$ cat src/rtl/ncl_pkg.sv
// Shared NULL Convention Logic types and the threshold-gate next-state rule.
package ncl_pkg;

    typedef struct packed {
        logic rail1;
        logic rail0;
    } ncl_dr_t;

    localparam logic [1:0] NCL_NULL    = 2'b00;
    localparam logic [1:0] NCL_DATA0   = 2'b01;
    localparam logic [1:0] NCL_DATA1   = 2'b10;
    localparam logic [1:0] NCL_ILLEGAL = 2'b11;

    // Sets on both inputs high, clears on both low, otherwise holds.
    function automatic logic th22_next(
        input logic a,
        input logic b,
        input logic s
    );
        return (a & b) | (s & (a | b));
    endfunction

endpackage

$ cat src/rtl/ncl_th22_cell.sv
// Single-lane TH22 hysteresis flop: async reset to NULL,
// synchronous clear that forces NULL ahead of the gate rule.
module ncl_th22_cell
    import ncl_pkg::*;
(
    input  logic clk,
    input  logic rst_n,
    input  logic i_clr,
    input  logic i_a,
    input  logic i_b,
    output logic o_z
);

    logic r_state;

    always_ff @(posedge clk or negedge rst_n) begin
        if (!rst_n) begin
            r_state <= 1'b0;
        end else if (i_clr) begin
            r_state <= 1'b0;
        end else begin
            r_state <= th22_next(i_a, i_b, r_state);
        end
    end

    assign o_z = r_state;

endmodule

$ cat src/rtl/ncl_th_gate_bank.sv
// Bank of NCL threshold gates: per lane TH12, TH22 and TH22N,
// plus completeness reductions over TH12 and TH22.
module ncl_th_gate_bank
    import ncl_pkg::*;
#(
    parameter int WIDTH = 32
) (
    input  logic             clk,
    input  logic             rst_n,
    input  logic             init,
    input  logic [WIDTH-1:0] a,
    input  logic [WIDTH-1:0] b,
    output logic [WIDTH-1:0] th12_z,
    output logic [WIDTH-1:0] th22_z,
    output logic [WIDTH-1:0] th22n_z,
    output logic             all_th12,
    output logic             all_th22
);

    logic [WIDTH-1:0] w_th22;
    logic [WIDTH-1:0] w_th22n;

    for (genvar i = 0; i < WIDTH; i++) begin : g_lane
        ncl_th22_cell u_th22 (
            .clk   (clk),
            .rst_n (rst_n),
            .i_clr (1'b0),
            .i_a   (a[i]),
            .i_b   (b[i]),
            .o_z   (w_th22[i])
        );

        // TH22N lanes share the rule but honour the NULL-force.
        ncl_th22_cell u_th22n (
            .clk   (clk),
            .rst_n (rst_n),
            .i_clr (init),
            .i_a   (a[i]),
            .i_b   (b[i]),
            .o_z   (w_th22n[i])
        );
    end

    assign th12_z   = a | b;
    assign th22_z   = w_th22;
    assign th22n_z  = w_th22n;
    assign all_th12 = &th12_z;
    assign all_th22 = &w_th22;

endmodule

$ cat config.mk
export PLATFORM = sky130hd
export DESIGN_NAME = ncl_th_gate_bank
export DESIGN_NICKNAME = d
export VERILOG_FILES = /design/src/rtl/ncl_pkg.sv /design/src/rtl/ncl_th22_cell.sv /design/src/rtl/ncl_th_gate_bank.sv
export SDC_FILE = /design/constraint.sdc
export NUM_CORES = 1
export LEC_CHECK = 0
export ABC_AREA = 1
export BUFFER_PORTS_ARGS = -buffer_cell sky130_fd_sc_hd__buf_2
export CAP_MARGIN = 40
export CORE_MARGIN = 3
export CORE_UTILIZATION = 45
export CTS_BUF_LIST = sky130_fd_sc_hd__clkbuf_4
export DETAILED_ROUTE_END_ITERATION = 8
export GPL_TIMING_DRIVEN = 0
export PLACE_DENSITY = 0.88
export SETUP_SLACK_MARGIN = 0.5
export SLEW_MARGIN = 10
export SYNTH_ARGS = -nofsm -noshare
export SYNTH_HDL_FRONTEND = slang
export SYNTH_SLANG_ARGS = --single-unit
$ cat constraint.sdc
create_clock -name clk -period 2 [get_ports clk]
set_input_delay 0.6 -clock clk [delete_from_list [all_inputs] [get_ports clk]]
set_output_delay 0.6 -clock clk [all_outputs]
set_load 0.03 [all_outputs]
==> metrics list, run 1 <==
* Average cell area after synthesis: 7.91 sq um
- Share of Yosys cell area claimed by the top area cell type: 50.5%
* Count of pins on the block boundary: 165
* Row Count: 29
- Starting density of the core: 48.0%
- Summed over all layers, the global routing overflow is 136.
- Sequential share of the synthesized area: 50.5%
* Gpl congestion: 0.786
- CTS buffer count: 9
* Master cell of the clock root buffer: clkbuf_4
- Worst slack at placement: -79.9 ps
- dfrtp_1 takes more of the synthesized area than any other cell.
* Cell types with the largest area share after synthesis: dfrtp_1 51%, nand2_1 17%, buf_4 15%
- Measured along the x axis, the die boundary spans 89.9 um.
- The floorplan step set the die height to 89.9 um.
- All-Layer GR Usage: 73.7%
- Worst End Pin Type: top-level output
- In this run, synthesis produced a sequential element count of 64.
* I/O Buffers: 164
- Clock sink count: 64
- Entering global routing, the biggest net connects 65 pins.
- Number of buffers on the longest clock path: 2
- Cell area after synthesis: 3170 sq um
* Stage at which the flow ended: global routing
- Worst_ep grt: all_th22
- Synthesized Nets: 468
* Number of distinct library cells after synthesis: 8
* Number of placed instances, taps included: 658
* Total number of yosys warnings: 0
- Synthesis produced a netlist whose cell count is 401.
- The H-tree was split into 3 levels.
- The run stopped with a tool error.
* Detail Placement HPWL: 6.89 mm
* Run Error: [ERROR GRT-0232] Routing congestion too high. Check the congestion heatmap in the GUI.
## routing by layer
| metal | track usage [%] | GRT overflow |
|---|---|---|
| met4 | 86.0 | 43 |
| met3 | 55.4 | 0 |
| met5 | 8.33 | 0 |
| met1 | 68.8 | 0 |
| met2 | 93.2 | 93 |
## cell families after synthesis
group,after synthesis,synth area share (%)
buf+inv,99,19.4
flops,64,50.5
simple gates,206,25.0
compound gates,32,5.05
## cells in the mapped netlist
| cell | n |
|---|---|
| a21oi_1 | 32 |
| buf_2 | 3 |
| buf_4 | 64 |
| dfrtp_1 | 64 |
| inv_1 | 32 |
| nand2_1 | 140 |
| nand4_1 | 8 |
| nor2_1 | 58 |
## metrics by stage
| stage | hold WS [ps] | area [sq um] |
|---|---|---|
| after floorplan | 304 | 3210 |
| after global placement | 482 | 4150 |
| after detailed placement | 490 | 4150 |
| after CTS | 287 | 6130 |
## timing repair
item / 4_1_cts
hold buffers: 0
gates resized for setup: 451
setup endpoints to repair: 98
pin swaps: 36
hold endpoints to repair: 0
cloned: 0
setup buffers: 35
==> run 2: changes to the inputs <==
--- a/config.mk
+++ b/config.mk
@@ -9,12 +9,10 @@
 export BUFFER_PORTS_ARGS = -buffer_cell sky130_fd_sc_hd__buf_2
 export CAP_MARGIN = 40
 export CORE_MARGIN = 3
-export CORE_UTILIZATION = 45
-export CTS_BUF_LIST = sky130_fd_sc_hd__clkbuf_4
+export CORE_UTILIZATION = 30
 export DETAILED_ROUTE_END_ITERATION = 8
 export GPL_TIMING_DRIVEN = 0
-export PLACE_DENSITY = 0.88
-export SETUP_SLACK_MARGIN = 0.5
+export PLACE_DENSITY_LB_ADDON = 0.15
 export SLEW_MARGIN = 10
 export SYNTH_ARGS = -nofsm -noshare
 export SYNTH_HDL_FRONTEND = slang
==> run 2 against run 1 <==
The run now ends clean. Synthesized cell count stayed put. Synthesized area unchanged.
==> metrics list, run 2 <==
- Setup repair after global routing could not meet its margin everywhere.
- Cell area after synthesis: 3170 sq um
- Total number of vias: 3,013
* CP max-delay cell: buf_6
* Maximum number of pins on one net before global-route repair: 39
- Type of destination of the critical path: output port
- CP Max Fanout: 2
* Sequential share of the synthesized area: 50.5%
* Max cap viols: 0
* Overflow left after global routing: 0
- Port buffering added 164 buffers.
- Startpoint Class: primary input
- Number of distinct library cells after synthesis: 8
- Of all flip-flops after synthesis, the portion carrying an async set or reset was 100%.
- The biggest area contributor in the post-synthesis netlist is dfrtp_1.
* Starting density of the core: 31.6%
- Data arrives at the worst endpoint at 1390 ps.
* Synthesized Nets: 468
- In this run the tightest slew margin relative to its limit is 75.3%.
* CTS buffer count: 9
- In this run switching power makes up 33.2% of total power.
* Gpl congestion: 0.782
* Row Count: 36
- The worst hold path belongs to the class primary input to async pin.
* Number of flops mapped to enable cells by yosys: 0
* Pins over their slew limit: 0
* Global-route wire length before repair: 14.0 mm
- For this run, design rule violations remaining after detail routing come to 0.
* Clock-pin slew reported for the worst setup and hold paths after clock tree synthesis: 70 ps
- Number of antenna violations at the first check in global routing: 0
- Summed over all nets, the half-perimeter wirelength after detailed placement is 7.17 mm.
- Die height: 109 um
- Logic pwr share: 28.1%
- The H-tree generated during clock tree synthesis spans 3 levels.
- Area inside the core boundary: 10,000 sq um
- After synthesis, the mean cell area works out to 7.91 sq um.
- Worst setup slack after layout: 11.8 ps
* Area growth, synth to finish: 44.9%
- Status: completed
- Across the VDD grid, the largest voltage drop is 268 uV.
* Via count of the first global-routing pass: 2,883
- In the post-synthesis netlist, the cell with the most instances is nand2_1.
- The routed design has 9.01 mm of wire.
- Routed WL per cell: 12.5 um
- Setup violations remaining at the end of the flow were counted as 0.
- TritonCTS built the clock tree.
* Filler cell count in the final layout: 1,047
- In the synthesized netlist the dominant register cell turns out to be dfrtp_1.
* Post-route cell area: 4590 sq um
- DIE WIDTH: 109 um
- Number of buffers on the longest clock path: 2
* Number of buffers inserted by hold repair at cts: 0
* Cell types with the largest area share after synthesis: dfrtp_1 51%, nand2_1 17%, buf_4 15%
- Maximum single-stage delay on the critical path: 140 ps
- Of the total power, the clock network draws 30.7%.
* Per-cell via count in the routed design: 4.18
- The kind of cell with the highest combined delay along the critical path is simple AND/OR/NAND/NOR gates.
- The critical path starts at b[24].
- Final worst clock skew: 0 ps
* Peak Freq: 503 MHz
- The top cell types in the final layout, fill and taps aside, are 153 x buf_2, 137 x nand2_1, 72 x buf_4.
* Area occupied by multi-input gates: 1050 sq um
- DRT iter0 DRCs: 83
- Worst slack at placement: -117 ps
* ANT nets after route: 0
- Internal: 2420 uW
- The post-route netlist has 48.1% of its cells at a drive strength greater than 1.
- Data on the critical path is required at its endpoint by 1400 ps.
- Crit share post-route: 99.4%
* Leakage power: 0.00253 uW
* Storage element area: 1600 sq um
- The library cell used most frequently in the layout, excluding fill and tap cells, is buf_2.
- At the pin with the least slew margin, the transition time is 370 ps.
- Diodes inserted: 0
* Count of pins on the block boundary: 165
* PwrDens: 788 nW/um^2
- All-Layer GR Usage: 15.4%
* Total cell area at the placement stage: 4180 sq um
- Share of Yosys cell area claimed by the top area cell type: 50.5%
* Clock network latency to the later pin of the worst-skew pair: 340 ps
- In this run, flip-flops and latches consume 41.2% of the power.
* Area enclosed by the die boundary: 11,800 sq um
- Buffers & Inverters on Critical Path: 2
* Post-synthesis sequential element count: 64
- In the synthesized netlist, the cells that appear most often are 140 x nand2_1, 64 x buf_4, 64 x dfrtp_1, 58 x nor2_1.
- Master cell of the clock root buffer: clkbuf_8
- Hold violation total from the final report: 0
- Time the final worst path needs with I/O delays and setup: 1990 ps
- Critical Setup Path Class: primary input to output port
- Clock sink count: 64
* Startpoint of the worst-slack reg-to-reg timing path: g_lane[26].u_th22.o_z$_DFF_PN0_
- Cells along the critical path: buf_2, nor2_4, nor2_4, nand2_1, nor2_1, nand2_1, nor2_2, buf_6
- For this run, the post-layout net count is 650.
- Switch Pwr: 1200 uW
* Total number of yosys warnings: 0
- Counting every instance in the synthesized netlist gives 401.
- Before antenna repair, the detailed router went through 4 iterations.
[run 2: cell counts after synthesis]
Identical to the previous run, type by type.
[run 2: cells by family after synthesis]
kind of cell    after synthesis  share of synthesized area (%)
flops                        64                           50.5
buf+inv                      99                           19.4
compound gates               32                           5.05
simple gates                206                           25.0
[run 2: power groups by stage]
stage	Sequential, uW	Clock, uW	Combinational, uW
floorplan	1490	0	660
global placement	1520	0	957
detailed placement	1520	0	966
CTS	1490	1160	1010
global route	1510	1220	1110
finish	1490	1110	1020
[run 2: per-layer routing]
layer,track usage [%],part of all wire (%)
met1,20.4,45
met2,24.9,46
met3,3.79,7.8
met4,4.60,1.1
met5,0,0
[run 2: metrics by stage]
stage / TNS (ps) / power (uW) / cells / util, % / hold WS [ps]
CTS: -3.81 / 3660 / 718 / 44.9 / 165
global placement: -106 / 2470 / 698 / 41.4 / 486
global route: -190 / 3830 / 721 / 45.7 / 171
floorplan: 0 / 2150 / 401 / - / 304
finish: 0 / 3620 / 721 / 45.7 / 169
detailed placement: -117 / 2490 / 699 / 41.6 / 495
[run 2: worst register-to-register path: stages (launching register included)]
cell and delay [ps]:
dfrtp_1 390, buf_4 150, nand2_1 60, nand2_1 40
[run 2: area by class of cell]
cell class / instances / area share (%)
timing repair buffer: 171 / 21.0
clock inverter: 4 / 1.17
clock buffer: 12 / 3.16
sequential: 64 / 34.9
tap: 133 / 3.62
inverter: 32 / 2.61
buffer: 67 / 10.8
multi-input combinational: 238 / 22.8
[run 2: final timing paths]
path                                                    end  cells past startpoint  slack [ps]
hold / removal             g_lane[29].u_th22n.o_z$_DFF_PN0_                      1         170
min in group clk            g_lane[9].u_th22n.o_z$_DFF_PN0_                      2         470
hold reg to reg             g_lane[15].u_th22.o_z$_DFF_PN0_                      2         510
setup reg to reg            g_lane[26].u_th22.o_z$_DFF_PN0_                      3        1250
setup / recovery                                   all_th12                      8          10
max in group asynchronous   g_lane[4].u_th22n.o_z$_DFF_PN0_                      2        1300
[run 2: timing repair]
| item | 4_1_cts | 5_1_grt |
|---|---|---|
| pin swaps | 23 | 14 |
| resized for setup | 33 | 16 |
| setup endpoints to repair | 2 | 2 |
| gates cloned | 0 | 0 |
| hold endpoints to repair | 0 | 0 |
| setup buffers | 3 | 3 |
Note: power is estimated with default switching activity, not from simulation.
==> run 3: changes to the inputs <==
--- a/config.mk
+++ b/config.mk
@@ -6,12 +6,11 @@
 export NUM_CORES = 1
 export LEC_CHECK = 0
 export ABC_AREA = 1
-export BUFFER_PORTS_ARGS = -buffer_cell sky130_fd_sc_hd__buf_2
+export BUFFER_PORTS_ARGS = -buffer_cell sky130_fd_sc_hd__buf_4
 export CAP_MARGIN = 40
 export CORE_MARGIN = 3
 export CORE_UTILIZATION = 30
 export DETAILED_ROUTE_END_ITERATION = 8
-export GPL_TIMING_DRIVEN = 0
 export PLACE_DENSITY_LB_ADDON = 0.15
 export SLEW_MARGIN = 10
 export SYNTH_ARGS = -nofsm -noshare
==> run 3 against run 2 <==
Sequential share of layout area hardly changed. Routed wire length about the same. Clock-buffer cell count is the same. Die area is the same. Setup slack gained 9.0 ps. Utilization about the same. Clock skew stayed put. Combinational power about the same. Register-to-register slack hardly changed. Largest power group unchanged. Highest routed layer unchanged.
==> metrics list, run 3 (synthesis gave the netlist of run 2 again) <==
- At the end of routability-driven placement, the weighted congestion stood at 0.801.
- The worst register-to-register path begins at g_lane[26].u_th22.o_z$_DFF_PN0_.
- Clock sink count: 64
- The clock passes through at most 2 buffers.
* H-Tree Level Count: 3
* Maximum number of pins on one net before global-route repair: 34
* Maximum single-stage delay on the critical path: 140 ps
- Detail Placement HPWL: 7.00 mm
- Status: completed
- The floorplan step defined a core boundary enclosing 10,000 sq um.
- Worst r2r dst: g_lane[26].u_th22.o_z$_DFF_PN0_
* Overflow left after global routing: 0
* Clock tree from TritonCTS: yes
- Worst Path Required: 1400 ps
- Clock skew on the completed layout was measured at 0 ps.
- The number of slew-limit violations in the final report came to 0.
* Master cell of the clock root buffer: clkbuf_8
- Filler cell count in the final layout: 1,010
- Crit share post-route: 99.0%
- Post-Route Setup TNS: 0 ps
- In the final layout, the multi-input gates occupy 1150 sq um.
* Total wirelength of the detailed-routed design: 9.00 mm
* R2r worst-path depth: 3
- Worst slew pin tran: 437 ps
* Most common cell after layout, fill and taps aside: buf_4
- Final-stage net count: 581
- Per-cell via count in the routed design: 4.30
* CP top delay family: simple AND/OR/NAND/NOR gates
- After routing the design area is 4590 sq um.
* I/O Buffers: 164
- Setup violations remaining at the end of the flow were counted as 0.
- The number of antenna violations at the first check in global routing is 0.
- Global routing used 14.7% of the available tracks.
- The via count of the first global-routing pass came to 2,721.
* Cells along the critical path: buf_4, nor2_4, nor2_2, nand2_2, nor2_1, nand2_1, nor2_2, buf_6
* Clock-pin slew reported for the worst setup and hold paths after clock tree synthesis: 70 ps
* Critical Setup Path Class: primary input to output port
* PwrDens: 791 nW/um^2
- STA classifies the critical path endpoint as an output port.
- In this run the core area contains 36 standard-cell rows.
- Share of final-layout standard cells stronger than drive strength 1: 44.3%
- Tracing the worst setup path back leads to its startpoint at a[28].
* CP max-delay cell: buf_6
- Once placement finished, the instance area stood at 4100 sq um.
- The tool flagged a number of max-cap violations equal to 0.
* Area growth, synth to finish: 44.8%
* Endpoint arrival time on the critical path: 1380 ps
- For this block, the initial DRC count from the detailed router was 106.
- The die is 109 um wide.
- ANT nets after route: 0
- The hold violation total from the final report came to 0.
* Global-route wire length before repair: 13.2 mm
- The min-delay analysis places its worst path in the category primary input to async pin.
- RSZ-0062 raised after global routing: true
- Relative slew margins: 70.8%
- Pin placement for this block handled 165 I/O pins.
* Leakage power: 0.00234 uW
- VDD sags by at most 342 uV.
- Endpoint of the most critical setup path: all_th12
* Most used cells in the layout excluding fill and tap cells: 152 x buf_4, 136 x nand2_1, 64 x dfrtp_1
- First-pass DRT Iterations: 4
- Path length in cells of the critical path: 8
* Post-layout total power: 3630 uW
* Total number of vias: 2,803
* DRC violation count after routing: 0
- CTS buffer count: 9
- 0 antenna diodes ended up in the layout.
* Die height: 109 um
* Area enclosed by the die boundary: 11,800 sq um
- Timing would allow up to 505 MHz.
- Storage element area: 1600 sq um
- CP Max Fanout: 2
* Starting density of the core: 31.6%
- The number of buffers and inverters on the critical path is 2.
- Dominant cell type by count on the critical path: nor2_2
- Startpoint Class: primary input
- Clock network latency to the later pin of the worst-skew pair: 330 ps
- Across all register-to-register paths, the minimum setup slack is 1260 ps.
- Routed WL per cell: 13.8 um
- Subtracting the final worst setup slack from the clock period gives 1980 ps.
==> run 3: changes by cell type in the layout (fill, tap and decap cells not counted), sizes merged <==
cell / delta
clkinv: -1
clkinvlp: +1
buf: -69
==> run 3: final cells by class <==
cell class | count | area share (%)
clock inverter | 4 | 1.15
tap | 133 | 3.63
sequential | 64 | 34.9
clock buffer | 12 | 3.38
multi-input combinational | 238 | 25.0
inverter | 32 | 2.62
timing repair buffer | 169 | 29.3
==> run 3: worst min path at each step <==
stage                                               from                              end  depth (start not counted)
after floorplan                                    rst_n   g_lane[0].u_th22.o_z$_DFF_PN0_                          0
after global placement    g_lane[6].u_th22.o_z$_DFF_PN0_   g_lane[6].u_th22.o_z$_DFF_PN0_                          2
after detailed placement  g_lane[0].u_th22.o_z$_DFF_PN0_   g_lane[0].u_th22.o_z$_DFF_PN0_                          2
after CTS                                          rst_n  g_lane[29].u_th22.o_z$_DFF_PN0_                          1
after global routing                               rst_n  g_lane[31].u_th22.o_z$_DFF_PN0_                          1
final                                              rst_n  g_lane[29].u_th22.o_z$_DFF_PN0_                          1
==> run 3: layer usage <==
layer  vias to the layer above  track usage, %  share of wire [%]
li1                       1393               -                  -
met2                       112            23.4                 47
met3                        10            4.91                9.5
met5                         -               0                  0
met4                         0            5.68                1.1
met1                      1288            18.5                 42
==> run 3: timing repair <==
action / 4_1_cts / 5_1_grt
endpoints found under the setup margin: 2 / 2
pin swaps: 7 / 35
gates resized for setup: 2 / 77
setup buffers: 1 / 2
hold buffers: 0 / 0
==> run 3: report_power, final <==
part	internal (uW)	leakage, uW	switching [uW]
combinational	386	0.00146	608
clock	644	0.0000948	500
sequential	1410	0.000786	85.3
total	2440	0.00234	1190
==> run 3: through the flow <==
step / util, % / setup slack [ps] / std cells / hold slack [ps]
finish: 45.7 / 20.7 / 652 / 198
global route: 45.7 / -113 / 652 / 211
CTS: 43.0 / -48.4 / 650 / 195
detailed placement: 40.8 / -53.0 / 633 / 490
global placement: 40.8 / -32.1 / 633 / 486
floorplan: - / 68.1 / 401 / 304
==> run 4: changes to the inputs <==
--- a/config.mk
+++ b/config.mk
@@ -6,12 +6,13 @@
 export NUM_CORES = 1
 export LEC_CHECK = 0
 export ABC_AREA = 1
-export BUFFER_PORTS_ARGS = -buffer_cell sky130_fd_sc_hd__buf_4
 export CAP_MARGIN = 40
 export CORE_MARGIN = 3
 export CORE_UTILIZATION = 30
 export DETAILED_ROUTE_END_ITERATION = 8
+export DONT_BUFFER_PORTS = 1
 export PLACE_DENSITY_LB_ADDON = 0.15
+export REMOVE_ABC_BUFFERS = 1
 export SLEW_MARGIN = 10
 export SYNTH_ARGS = -nofsm -noshare
 export SYNTH_HDL_FRONTEND = slang
==> run 4 against run 3 <==
The flow now finishes with violations (hold timing). Critical path type unchanged. Largest cell class unchanged. Register-to-register slack got worse by 160 ps. Highest routed layer unchanged. First-iteration DRC count decreased by 27%. Cell area decreased by 27%.
==> metrics list, run 4 (synthesis gave the netlist of run 2 again) <==
- For this block, wires on met1 add up to 3.38 mm.
* CP max-delay cell: buf_4
- TritonCTS built the clock tree.
- In this run, the number of DRC markers left after iteration 0 of detailed routing was 77.
- Met3 routed wirelength: 845 um
- Clock network latency to the later pin of the worst-skew pair: 320 ps
- Dominant cell type by count on the critical path: nor2_1
* Critical Setup Path Class: primary input to output port
- After floorplanning, the core was divided into 36 placement rows.
- RSZ-0062 raised after global routing: true
- Worst hold path type: primary input to async pin
* CP top delay family: simple AND/OR/NAND/NOR gates
- The number of antenna violations at the first check in global routing is 0.
- Leakage power: 0.00165 uW
* Die height: 109 um
- Total wirelength of the detailed-routed design: 8.02 mm
- Max VDD drop: 317 uV
- The number of buffers and inverters on the critical path is 1.
- Across the run, the number of max-cap violations was 0.
- Startpoint Class: primary input
* Endpoint arrival time on the critical path: 1320 ps
* Number of buffers on the longest clock path: 2
- Clock sink count: 64
* Failing checks: hold timing
- The hold violation total from the final report was 64.
- The largest single stage delay on the critical path is 170 ps.
- All-Layer GR Usage: 13.3%
- In this run, CTS created clock tree buffers numbering 9.
* Count of pins on the block boundary: 165
* Crit share post-route: 95.9%
- The signal on the critical path passes through nor2_1, nor2_2, nand2_1, nor2_1, nand2_1, nor2_1, buf_4.
* Post-Route Setup TNS: 0 ps
- Area inside the core boundary: 10,000 sq um
- Clock-pin slew reported for the worst setup and hold paths after clock tree synthesis: 70 ps
- Compared with the post-synthesis result, the final layout area differs by 5.45%.
* CP Max Fanout: 2
- The worst path needs 1920 ps of the cycle, external delays included.
- The routed layout has 2,285 vias.
- Master cell of the clock root buffer: clkbuf_8
- In this run the top signal layer used is met4.
- Global-route wire length before repair: 11.7 mm
- In this run the power density over the cells is 959 nW/um^2.
* Peak Freq: 521 MHz
* Final worst clock skew: 0 ps
* Share of final-layout standard cells stronger than drive strength 1: 16.6%
* Per-cell via count in the routed design: 4.41
- Final-stage net count: 449
- Entering global routing, the biggest net connects 65 pins.
- Most common cell after layout, fill and taps aside: nand2_1
- The floorplan step set the die width to 109 um.
- The worst setup path is captured at an output port.
- Detail Route met2 WL: 3.72 mm
- Once detail routing completed, the nets flagged for antenna violations numbered 0.
- Most used cells in the layout excluding fill and tap cells: 139 x nand2_1, 64 x dfrtp_1, 45 x nor2_1
* H-Tree Level Count: 3
- The die covers 11,800 sq um.
- Routed WL per cell: 15.5 um
- The via count of the first global-routing pass is 2,275.
* Overflow left after global routing: 0
- The completed layout was analyzed and its total power is 3200 uW.
- The worst pin sits at a relative slew slack of 76.3%.
* Gpl congestion: 0.708
- Worst slew pin tran: 355 ps
- For the worst setup path, the data required time is 1400 ps.
- Status: finished, violations left
* I/O Buffers: 0
- The first detailed-routing pass took 4 iterations.
- After legalization and detailed placement, the total HPWL measured 6.34 mm.
- DRC violation count after routing: 0
- Starting density of the core: 31.6%
* Setup violators final: 0
- Final hold analysis gives a worst-case slack of -39.6 ps.
* Diodes inserted: 0
- The number of slew-limit violations in the final report came to 0.
## run 4: timing repair
| item | in CTS | in global routing |
|---|---|---|
| gates cloned | 0 | 0 |
| pin swaps | 0 | 17 |
| endpoints found under the hold margin | 64 | 64 |
| gates resized for setup | 1 | 16 |
| setup buffers | 0 | 3 |
| endpoints found under the setup margin | 1 | 2 |
## run 4: power breakdown
| part | switching (uW) | leakage (uW) | internal [uW] | total (uW) |
|---|---|---|---|---|
| sequential | 149 | 0.000786 | 1410 | 1550 |
| clock | 478 | 0.0000880 | 558 | 1040 |
| combinational | 427 | 0.000779 | 186 | 613 |
## run 4: per-stage QoR
step / utilization (%) / setup WS (ps) / instances / hold WS [ps] / cell area (sq um)
after floorplan: - / 68.1 / 334 / 304 / 2680
after detailed placement: 30.8 / -54.1 / 501 / 306 / 3100
after CTS: 32.6 / 6.54 / 515 / -64.4 / 3270
after global routing: 33.3 / -32.2 / 518 / -74.4 / 3340
final: 33.3 / 81.8 / 518 / -39.6 / 3340
after global placement: 30.8 / -61.1 / 501 / 306 / 3100
## run 4: area by class of cell
type	count	area, sq um
clock buffers	10	128
flip-flops and latches	64	1600
well taps	133	166
repair buffers	37	282
clock inverters	4	47.5
inverters	32	120
multi-input cells	238	998
fillers	1088	6700
## run 4: final timing paths
| path | endpoint | start | cells after the start | slack (ps) |
|---|---|---|---|---|
| worst max-delay path | all_th12 | b[16] | 7 | 80 |
| worst min-delay path | g_lane[10].u_th22.o_z$_DFF_PN0_ | rst_n | 0 | -40 |
| worst max register to register | g_lane[18].u_th22.o_z$_DFF_PN0_ | g_lane[18].u_th22.o_z$_DFF_PN0_ | 4 | 1100 |
| worst min register to register | g_lane[1].u_th22.o_z$_DFF_PN0_ | g_lane[1].u_th22.o_z$_DFF_PN0_ | 3 | 650 |
| max in group asynchronous | g_lane[5].u_th22.o_z$_DFF_PN0_ | rst_n | 0 | 1910 |
| min in group clk | g_lane[9].u_th22n.o_z$_DFF_PN0_ | init | 1 | 330 |
## run 4: per-layer routing
layer | vias to the layer above | GRT usage (%)
met4 | 0 | 5.14
met3 | 6 | 5.27
met5 | - | 0
li1 | 1123 | -
met2 | 112 | 20.9
met1 | 1044 | 16.5
